[config.mk]
export PLATFORM = sky130hd
export DESIGN_NAME = alu_logic_stage
export DESIGN_NICKNAME = d
export VERILOG_FILES = /design/src/rtl/alu_logic_stage_pkg.sv /design/src/rtl/logic_unit_32.sv /design/src/rtl/alu_logic_stage.sv
export SDC_FILE = /design/constraint.sdc
export NUM_CORES = 1
export LEC_CHECK = 0
export ABC_AREA = 1
export CAP_MARGIN = 20
export CORE_MARGIN = 4
export CORE_UTILIZATION = 49
export CTS_CLUSTER_DIAMETER = 150
export CTS_CLUSTER_SIZE = 16
export DETAILED_ROUTE_END_ITERATION = 8
export GPL_TIMING_DRIVEN = 0
export HOLD_SLACK_MARGIN = 0.05
export PLACE_DENSITY = 0.77
export SLEW_MARGIN = 20
export SYNTH_ARGS = -nofsm -noshare
export SYNTH_HDL_FRONTEND = slang
export SYNTH_SLANG_ARGS = --single-unit
[constraint.sdc]
create_clock -name clk -period 1.68 [get_ports clk]
set_input_delay 0.336 -clock clk [delete_from_list [all_inputs] [get_ports clk]]
set_output_delay 0.336 -clock clk [all_outputs]
set_load 0.03 [all_outputs]
[src/rtl/alu_logic_stage_pkg.sv]
// alu_logic_stage_pkg: op encodings and skid-buffer states shared by the ALU logic stage
package alu_logic_stage_pkg;
    typedef enum logic [1:0] {OP_AND = 2'b00, OP_OR = 2'b01, OP_XOR = 2'b10, OP_NOR = 2'b11} op_e;
    typedef enum logic [1:0] {S_EMPTY = 2'b00, S_ONE = 2'b01, S_TWO = 2'b10} state_e;
endpackage

[src/rtl/logic_unit_32.sv]
// logic_unit_32: combinational bitwise AND/OR/XOR/NOR of two operands
module logic_unit_32
    import alu_logic_stage_pkg::*;
#(
    parameter int WIDTH = 32
) (
    input  logic [1:0]       op_i,
    input  logic [WIDTH-1:0] in0_i,
    input  logic [WIDTH-1:0] in1_i,
    output logic [WIDTH-1:0] result_o
);
    always_comb begin
        result_o = op_i == OP_AND ? in0_i & in1_i :
                   op_i == OP_OR  ? in0_i | in1_i :
                   op_i == OP_XOR ? in0_i ^ in1_i : ~(in0_i | in1_i);
    end
endmodule

[src/rtl/alu_logic_stage.sv]
// alu_logic_stage: registered bitwise logic stage behind a 2-entry skid buffer
module alu_logic_stage
    import alu_logic_stage_pkg::*;
#(
    parameter int WIDTH = 32
) (
    input  logic             clk,
    input  logic             rst,
    input  logic             in_valid,
    output logic             in_ready,
    input  logic [1:0]       op,
    input  logic [WIDTH-1:0] in0,
    input  logic [WIDTH-1:0] in1,
    output logic             out_valid,
    input  logic             out_ready,
    output logic [WIDTH-1:0] out,
    output logic             zero
);
    state_e           state_q, state_d;
    logic [WIDTH-1:0] main_q, main_d, skid_q, skid_d, res;
    logic             main_z_q, main_z_d, skid_z_q, skid_z_d, in_ready_q;
    logic             accept, xfer, take_new, take_skid, to_skid;

    logic_unit_32 #(.WIDTH(WIDTH)) u_lu (
        .op_i    (op),
        .in0_i   (in0),
        .in1_i   (in1),
        .result_o(res)
    );

    assign in_ready  = in_ready_q;
    assign out_valid = state_q != S_EMPTY;
    assign out       = main_q;
    assign zero      = main_z_q;

    always_comb begin
        accept    = in_valid && in_ready_q;
        xfer      = out_valid && out_ready;
        take_skid = state_q == S_TWO && xfer;
        take_new  = accept && (state_q == S_EMPTY || xfer);
        to_skid   = state_q == S_ONE && accept && !xfer;
        state_d   = state_q == S_EMPTY ? (accept ? S_ONE : S_EMPTY) :
                    state_q == S_ONE   ? (to_skid ? S_TWO : (xfer && !accept) ? S_EMPTY : S_ONE) :
                    (xfer ? S_ONE : S_TWO);
        main_d    = take_skid ? skid_q : take_new ? res : main_q;
        main_z_d  = take_skid ? skid_z_q : take_new ? ~|res : main_z_q;
        skid_d    = to_skid ? res : skid_q;
        skid_z_d  = to_skid ? ~|res : skid_z_q;
    end

    // in_ready comes from the next state so it never depends combinationally on out_ready
    always_ff @(posedge clk) begin
        if (rst) begin
            state_q    <= S_EMPTY;
            main_q     <= '0;
            main_z_q   <= 1'b0;
            skid_q     <= '0;
            skid_z_q   <= 1'b0;
            in_ready_q <= 1'b0;
        end else begin
            state_q    <= state_d;
            main_q     <= main_d;
            main_z_q   <= main_z_d;
            skid_q     <= skid_d;
            skid_z_q   <= skid_z_d;
            in_ready_q <= state_d != S_TWO;
        end
    end
endmodule

# After elaboration in Yosys (flattened, before gate mapping)
# Cells that the tools add are included.
[totals]
register_bits = 69
out_inout_bits = 35
elab_cells = 44
[classes]
n_eq_ne = 5
n_mux = 13
n_bitwise = 4
reduce_logical = 16
[op_table]
columns = ["op", "n"]
rows = [
  ["$mux 32", 5],
  ["$and 32x32->32", 1],
  ["$not 32->32", 1],
  ["$or 32x32->32", 1],
  ["$reduce_or 32->1", 1],
  ["$xor 32x32->32", 1],
  ["$mux 2", 4],
  ["$logic_and 1x1->1", 7],
  ["$eq 2x1->1 const B", 2],
  ["$eq 2x2->1 const B", 2],
  ["$logic_not 2->1", 2],
  ["$mux 1", 4],
  ["$reduce_bool 2->1", 2],
  ["$logic_not 1->1", 3],
  ["$ne 2x2->1 const B", 1],
  ["$logic_or 1x1->1", 1],
]

# Longest topological paths before layout
[logic_depth]
ltp_word = 9
depth_mapped = 16
depth_no_buf = 16

# Hierarchy
# From an unflattened synthesis, not the netlist that was laid out.
[unflattened]
hier_cells = 819
area_unflattened_um2 = 5417.7
[by_module_without_submodules]
columns = ["module", "instances", "cells_each", "area_each_um2", "seq_area_each_um2"]
rows = [
  ["alu_logic_stage", 1, 378, 2783.9, 1381.3],
  ["logic_unit_32", 1, 441, 2633.8, 0.0],
]

# Worst setup path after synthesis
# Ideal clock, no wire load.
[synth_timing]
kind = "register to register"
start = "reg in_ready_q, in the netlist in_ready"
end = "reg skid_q[19]"
setup_time_ns = 0.116
arrival_time_ns = 1.613
required_time_ns = 1.564
setup_slack_ns = -0.050
stages_incl_launch_ff = 8
cell_sequence = "dfxtp_1 nand2_1 nor3_1 clkbuf_1 clkbuf_1 nand2_1 o211ai_1 inv_1"
[synth_between]
elab_chain_cells = 3
[synth_rtl]
columns = ["item", "line", "rtl"]
rows = [
  ["start, declared", "alu_logic_stage.sv:21", "logic main_z_q, main_z_d, skid_z_q, skid_z_d, in_ready_q;"],
  ["start signal, assigned", "alu_logic_stage.sv:59", "in_ready_q <= 1'b0;"],
  ["start signal, assigned", "alu_logic_stage.sv:66", "in_ready_q <= state_d != S_TWO;"],
  ["$logic_and 1x1->1", "alu_logic_stage.sv:37", "accept = in_valid && in_ready_q;"],
  ["$logic_and 1x1->1 (2 in series)", "alu_logic_stage.sv:41", "to_skid = state_q == S_ONE && accept && !xfer;"],
  ["end signal, assigned", "alu_logic_stage.sv:64", "skid_q <= skid_d;"],
  ["end, declared", "alu_logic_stage.sv:20", "logic [WIDTH-1:0] main_q, main_d, skid_q, skid_d, res;"],
]
# No other way between the ends.
# A chain may end at the register's enable or synchronous reset.

# Final worst setup path
[layout_timing]
start = "in out_ready"
end = "reg skid_q[22]"
[layout_between]
elab_chain_cells = 3
[layout_rtl]
columns = ["item", "line", "rtl"]
rows = [
  ["start, declared", "alu_logic_stage.sv:15", "input logic out_ready,"],
  ["$logic_and 1x1->1", "alu_logic_stage.sv:38", "xfer = out_valid && out_ready;"],
  ["$logic_not 1->1", "alu_logic_stage.sv:41", ""],
  ["$logic_and 1x1->1", "alu_logic_stage.sv:41", ""],
]
# No other way between the ends.

==> flow_summary.toml <==
[detailed_routing]
post_drt_wl_per_cell_um = 14.4
wl_um = 17000
num_vias = 6117
drt-pass1-iter-count = 6
dr.first_iter.drc_count = 497
viasPerCell = 5.18
antenna_left = 0
post-route-drc-count = 0

[place]
dpl_cell_area_um2 = 6850
gp_congestion = 0.878
placed_cells = 1110
dp_worst_setup_slack_ns = -1.16
io_buffers = 104
dp_hpwl_um = 11600

[synth]
synth_area_leader_cell = "dfxtp_1"
ys.flop_type = "dfxtp_1"
avgSynthCellArea_um2 = 6.50
synth_common_cells = "inv_1, nand2_1, nor2_1"
yosysMostFrequentCell = "inv_1"
syn_inst = 866
synth_top_cells_by_area = "dfxtp_1, ha_1, inv_1"
synth_compound_area_share_pct = 17.7
synth_fp_nets = 1032
muxShareOfSynthArea_pct = 0
synth-seq-cells = 69
synthAdderAreaFrac_pct = 21.3
synth_edf_count = 0
synth_top_area_share_pct = 24.5
synth-seq-area-share_pct = 24.5
yosys_warnings = 0
synthSimpleGateAreaFrac_pct = 21.4
mappedNetlistArea_um2 = 5630
synth-xor-area-share_pct = 0
ys_async_sr_fraction_pct = 0
synth_top_family_by_area = "simple AND/OR/NAND/NOR gates"
ys_types = 23

[clock_network]
clock-sinks = 69
cts-buffers-inserted = 9
clk_pin_slew_ns = 0.06
htreeDepth = 3
hold_buffers = 0
cts_tree = "yes"
clk_path_buf_depth = 2
clockRootBuffer = "clkbuf_16"
insertion_delay_ns = 0.34

[die]
core_um2 = 11000
rows = 38
die_area_um2 = 13300
die_h_um = 115
start_util_pct = 51.1
pin_count = 105
die_w_um = 115

[timing]
rsz0062_at_grt = "true"
finalHoldViolations = 0
slew_viol_final = 0
setup_tns_ns = 0
relSlewSlack_pct = 59.7
hold_slack_ns = 0.471
max_freq_mhz = 598
period_share_pct = 99.6
finClkSkew_ns = 0.00816
setup_viol = 0
layout_min_cycle_time_ns = 1.67
finalWorstSetupSlack_ns = 0.00691
worstMarginPinSlew_ns = 0.604

[setup_path]
cp-end-kind = "flip-flop"
worstSetupStartpointType = "input pin"
crit_type = "in -> reg"
path_cells = "clkdlybuf4s50_1, or2_4, nor3_4, buf_4, nand2_1, o211ai_1, inv_1"
path_delay_family = "buffers and inverters"
worstPathRequired_ns = 1.91
crit_fanout = 10
crit_arrival_ns = 1.90
slowest_delay_ns = 0.46
cp_slowest_cell = "clkdlybuf4s50_1"
crit_buf_inv = 3

[global_routing]
grt_antenna_before_repair = 0
grt_pass1_vias = 5464
grt_max_degree = 13
grt_usage_pct = 24.1
gr-total-overflow = 0
grt_pass1_wl_um = 25500

[outcome]
status = "complete, no violations"

[power_and_ir_drop]
leakagePower_nw = 4.38
peakVddDrop_uv = 658
power.density_nw_per_um2 = 683

[finish]
layout-drive-gt1-share_pct = 27.7
final_cells = 1182
fin_nets = 1203
area_growth_pct = 36.1
fin_area_um2 = 7660
diodes = 0

[run]
drv_cap = 0

[min_path]
hold_path_class = "reg -> reg"
==> layout by cell type (no fill, tap or decap), drive strengths merged <==
cell,synthesis,layout
nand3b,4,4
o21ai,78,78
dfxtp,69,69
a21oi,71,71
clkbuf,30,96
nor3,2,2
nand2,151,151
nand3,3,3
buf,9,72
nor2,136,136
or2,5,5
dlymetal6s2s,0,5
ha,96,96
dlygate4sd2,0,29
a211oi,1,1
clkinv,0,2
inv,179,179
clkdlybuf4s50,0,4
clkinvlp,0,3
clkdlybuf4s15,0,3
o211ai,32,32
bufinv,0,1
==> sequential cells by signal (all words and copies together), names as in the netlist <==
| register | cells |
|---|---|
| state_q | 2 |
| in_ready | 1 |
| out | 32 |
| zero | 1 |
| skid_z_q | 1 |
| skid_q | 32 |
==> per-stage QoR <==
step | total power (W) | util, %
2_1_floorplan | 0.00255 | -
3_3_place_gp | 0.00306 | 62.1
3_5_place_dp | 0.00308 | 62.1
4_1_cts | 0.00506 | 67.7
5_1_grt | 0.00547 | 69.5
6_report | 0.00523 | 69.5
==> final timing paths <==
check / start / endpoint / slack [ns] / depth (start not counted)
min reg2reg: zero$_SDFFE_PP0P_ / zero$_SDFFE_PP0P_ / 0.47 / 2
min: zero$_SDFFE_PP0P_ / zero$_SDFFE_PP0P_ / 0.47 / 2
max: out_ready / skid_q[22]$_SDFFE_PP0N_ / 0.007 / 7
max reg2reg: state_q[0]$_SDFF_PP0_ / skid_q[22]$_SDFFE_PP0N_ / 0.11 / 7
==> metal layers <==
| layer | vias up | share of wire [%] | global-route usage, % | wire length [um] |
|---|---|---|---|---|
| li1 | 3005 | - | - | - |
| met5 | - | 0 | 0 | 0 |
| met2 | 268 | 47 | 40.8 | 8020 |
| met3 | 41 | 8.8 | 4.53 | 1500 |
| met1 | 2803 | 41 | 30.7 | 7060 |
| met4 | 0 | 2.7 | 8.61 | 468 |
==> final cells by class <==
class                      instances  area, um2
multi-input combinational        579       3640
fill                             954       3370
sequential                        69       1380
timing repair buffer             160       1190
inverter                         179        687
buffer                            39        285
clock buffer                      10        239
tap                              140        175
clock inverter                     6       62.6
==> tightest hold or removal path: cells and delay by family (launching register included) <==
family / cells / cell delay (ns)
flops: 1 / 0.31
simple gates: 1 / 0.07
compound gates: 1 / 0.05
==> kinds of logic (layout without fill, tap and decap cells) <==
group / Yosys count / count (layout)
compound gates: 182 / 182
buf+inv: 218 / 394
flops: 69 / 69
simple gates: 301 / 301
fa+ha+maj: 96 / 96
==> report_power, final <==
part / internal [W] / switching, W / leakage (nW) / total, W
sequential: 0.00171 / 0.0000449 / 0.563 / 0.00176
clock: 0.00118 / 0.000739 / 0.140 / 0.00192
combinational: 0.000647 / 0.000908 / 3.67 / 0.00155
==> repair_timing <==
action / CTS / global route
pin swaps: 58 / 77
endpoints found under the setup margin: 95 / 64
gates resized for setup: 165 / 270
cloned: 0 / 2
buffers inserted: 39 / 15
Note: power is estimated with default switching activity, not from simulation.
==> RTL edit, RTL diff (same flow settings) <==
The 3 states of `state_e` get a one-hot encoding in 3 bits.
--- a/src/rtl/alu_logic_stage_pkg.sv
+++ b/src/rtl/alu_logic_stage_pkg.sv
@@ -3,3 +3,3 @@
     typedef enum logic [1:0] {OP_AND = 2'b00, OP_OR = 2'b01, OP_XOR = 2'b10, OP_NOR = 2'b11} op_e;
-    typedef enum logic [1:0] {S_EMPTY = 2'b00, S_ONE = 2'b01, S_TWO = 2'b10} state_e;
+    typedef enum logic [2:0] {S_EMPTY = 3'b001, S_ONE = 3'b010, S_TWO = 3'b100} state_e;
 endpackage
Behaviour: same outputs for any inputs over 10 cycles, from zero or initial values and one cycle with rst high; not proved beyond that.
==> RTL edit against the unedited design <==
  * Routed wire length down 7.9%
  * Cell area is 3.1% lower
  * Critical path type unchanged
  * Sequential cell count rose by 1
  * Final cell count down 2.8%
  * Largest power group is now registers
  * Count of clock-buffer cells in the layout grew 3
  * Worst setup slack improved by 40 ps
  * Critical endpoint is now skid_q[17]
  * Register-to-register slack got worse by 60 ps
  * Synthesized area down 3.1%
  * Power decreased by 9.5%
  * Clock skew about the same
  * Maximum frequency rose by 2.5%
==> RTL edit: results <==
INSERT INTO impl_metrics (metric_group, metric, value, unit) VALUES
('status', 'status', 'complete, no violations', ''),
('synth', 'seq_area_frac_synth', '25.7', '%'),
('cts', 'worst_setup_hold_path_clk_slew', '80', 'ps'),
('global_route', 'first_global_vias', '5190', ''),
('power', 'p_leak', '3.99', 'nW'),
('timing', 'final.setup_skew', '8.10', 'ps'),
('synth', 'synth.cells.most_frequent', 'nand2_1 (159), inv_1 (155), nor2_1 (132)', ''),
('cells_and_area', 'fillers', '953', ''),
('synth', 'yosys-top-cells-area', 'dfxtp_1 (26%), ha_1 (22%), nand2_1 (11%)', ''),
('timing', 'actual_slew_at_the_worst_max_slew_pin', '662', 'ps'),
('placement', 'place_congestion', '0.892', ''),
('placement', 'port_buffers', '102', ''),
('global_route', 'grt.total_usage', '23.4', '%'),
('timing', 'finalHoldWorstSlack', '433', 'ps'),
('global_route', 'global_route.usage.met1', '30.8', '%'),
('hold_path', 'hp-class', 'in2reg', ''),
('synth', 'syn_nets', '1001', ''),
('power', 'net-switching-power', '1.58', 'mW'),
('route', 'first_iter_violations', '489', ''),
('route', 'routed_wire_length_per_instance', '13.7', 'µm'),
('worst_setup_path', 'worst_ep_arrival', '1860', 'ps'),
('route', 'routed-via-count', '5722', ''),
('global_route', 'grt_max_degree', '12', ''),
('power', 'vdd.ir_drop.worst', '0.000527', 'V'),
('synth', 'synth_compound_area_share', '15.1', '%');
-- RTL edit: cell types whose count changed in the layout (fill, tap and decap cells not counted), moves of 9 or more --
cell | unedited run | this run
a31oi_1 | 0 | 13
o21ai_0 | 76 | 58
clkbuf_8 | 2 | 11
dlygate4sd2_1 | 29 | 62
clkbuf_2 | 71 | 28
o211ai_1 | 32 | 1
nand2_1 | 139 | 156
inv_2 | 47 | 34
nor2_1 | 95 | 109
nor2_2 | 37 | 23
clkbuf_16 | 10 | 1
clkdlybuf4s15_1 | 3 | 15
-- RTL edit: what timing repair did --
action | CTS | global route
setup endpoints to repair | 101 | 66
pin swaps | 53 | 54
gates cloned | 0 | 1
gates resized for setup | 158 | 150
buffers inserted | 48 | 7
-- RTL edit: critical path, cell delays in order --
cell,delay [ps]
clkdlybuf4s50_1,480
inv_1,60
nor2_1,130
inv_1,50
nand3_1,60
inv_1,70
clkbuf_4,180
buf_4,190
o21ai_0,220
a21oi_1,80
-- RTL edit: logic make-up after synthesis --
family          after synthesis
compound gates              158
buf+inv                     195
flops                        70
fa+ha+maj                    96
simple gates                316
-- RTL edit: worst paths after layout --
check,end,cells after the start,from
setup / recovery,skid_q[17],10,out_ready
hold / removal,in_ready,2,rst
setup reg to reg,skid_q[17],11,state_q[1]
hold reg to reg,out[19],2,out[19]
-- RTL edit: power groups by stage --
stage | combinational [mW] | sequential (mW) | clock, mW
floorplan | 0.690 | 1.89 | 0
global placement | 1.26 | 1.81 | 0
detailed placement | 1.28 | 1.81 | 0
CTS | 1.44 | 1.77 | 1.39
global route | 1.72 | 1.78 | 1.48
finish | 1.56 | 1.78 | 1.40
-- RTL edit: stage by stage --
| step | std cells | cell area, µm² |
|---|---|---|
| floorplan | 835 | 5480 |
| global placement | 1077 | 6670 |
| detailed placement | 1077 | 6670 |
| CTS | 1141 | 7260 |
| global route | 1149 | 7430 |
| finish | 1149 | 7430 |
-- RTL edit: per-layer routing --
| metal | share of wire (%) | wire length (µm) |
|---|---|---|
| met1 | 43 | 6770 |
| met3 | 7.0 | 1100 |
| met5 | 0 | 0 |
| met4 | 2.8 | 444 |
| met2 | 47 | 7400 |
-- RTL edit: layout make-up --
type / instances / area [µm²] / share of cell area (%)
multi-input combinational: 570 / 3520 / 47.4
sequential: 70 / 1400 / 18.9
timing repair buffer: 158 / 1270 / 17.1
inverter: 160 / 611 / 8.22
buffer: 35 / 245 / 3.30
tap: 140 / 175 / 2.36
clock buffer: 13 / 159 / 2.14
clock inverter: 3 / 42.5 / 0.573
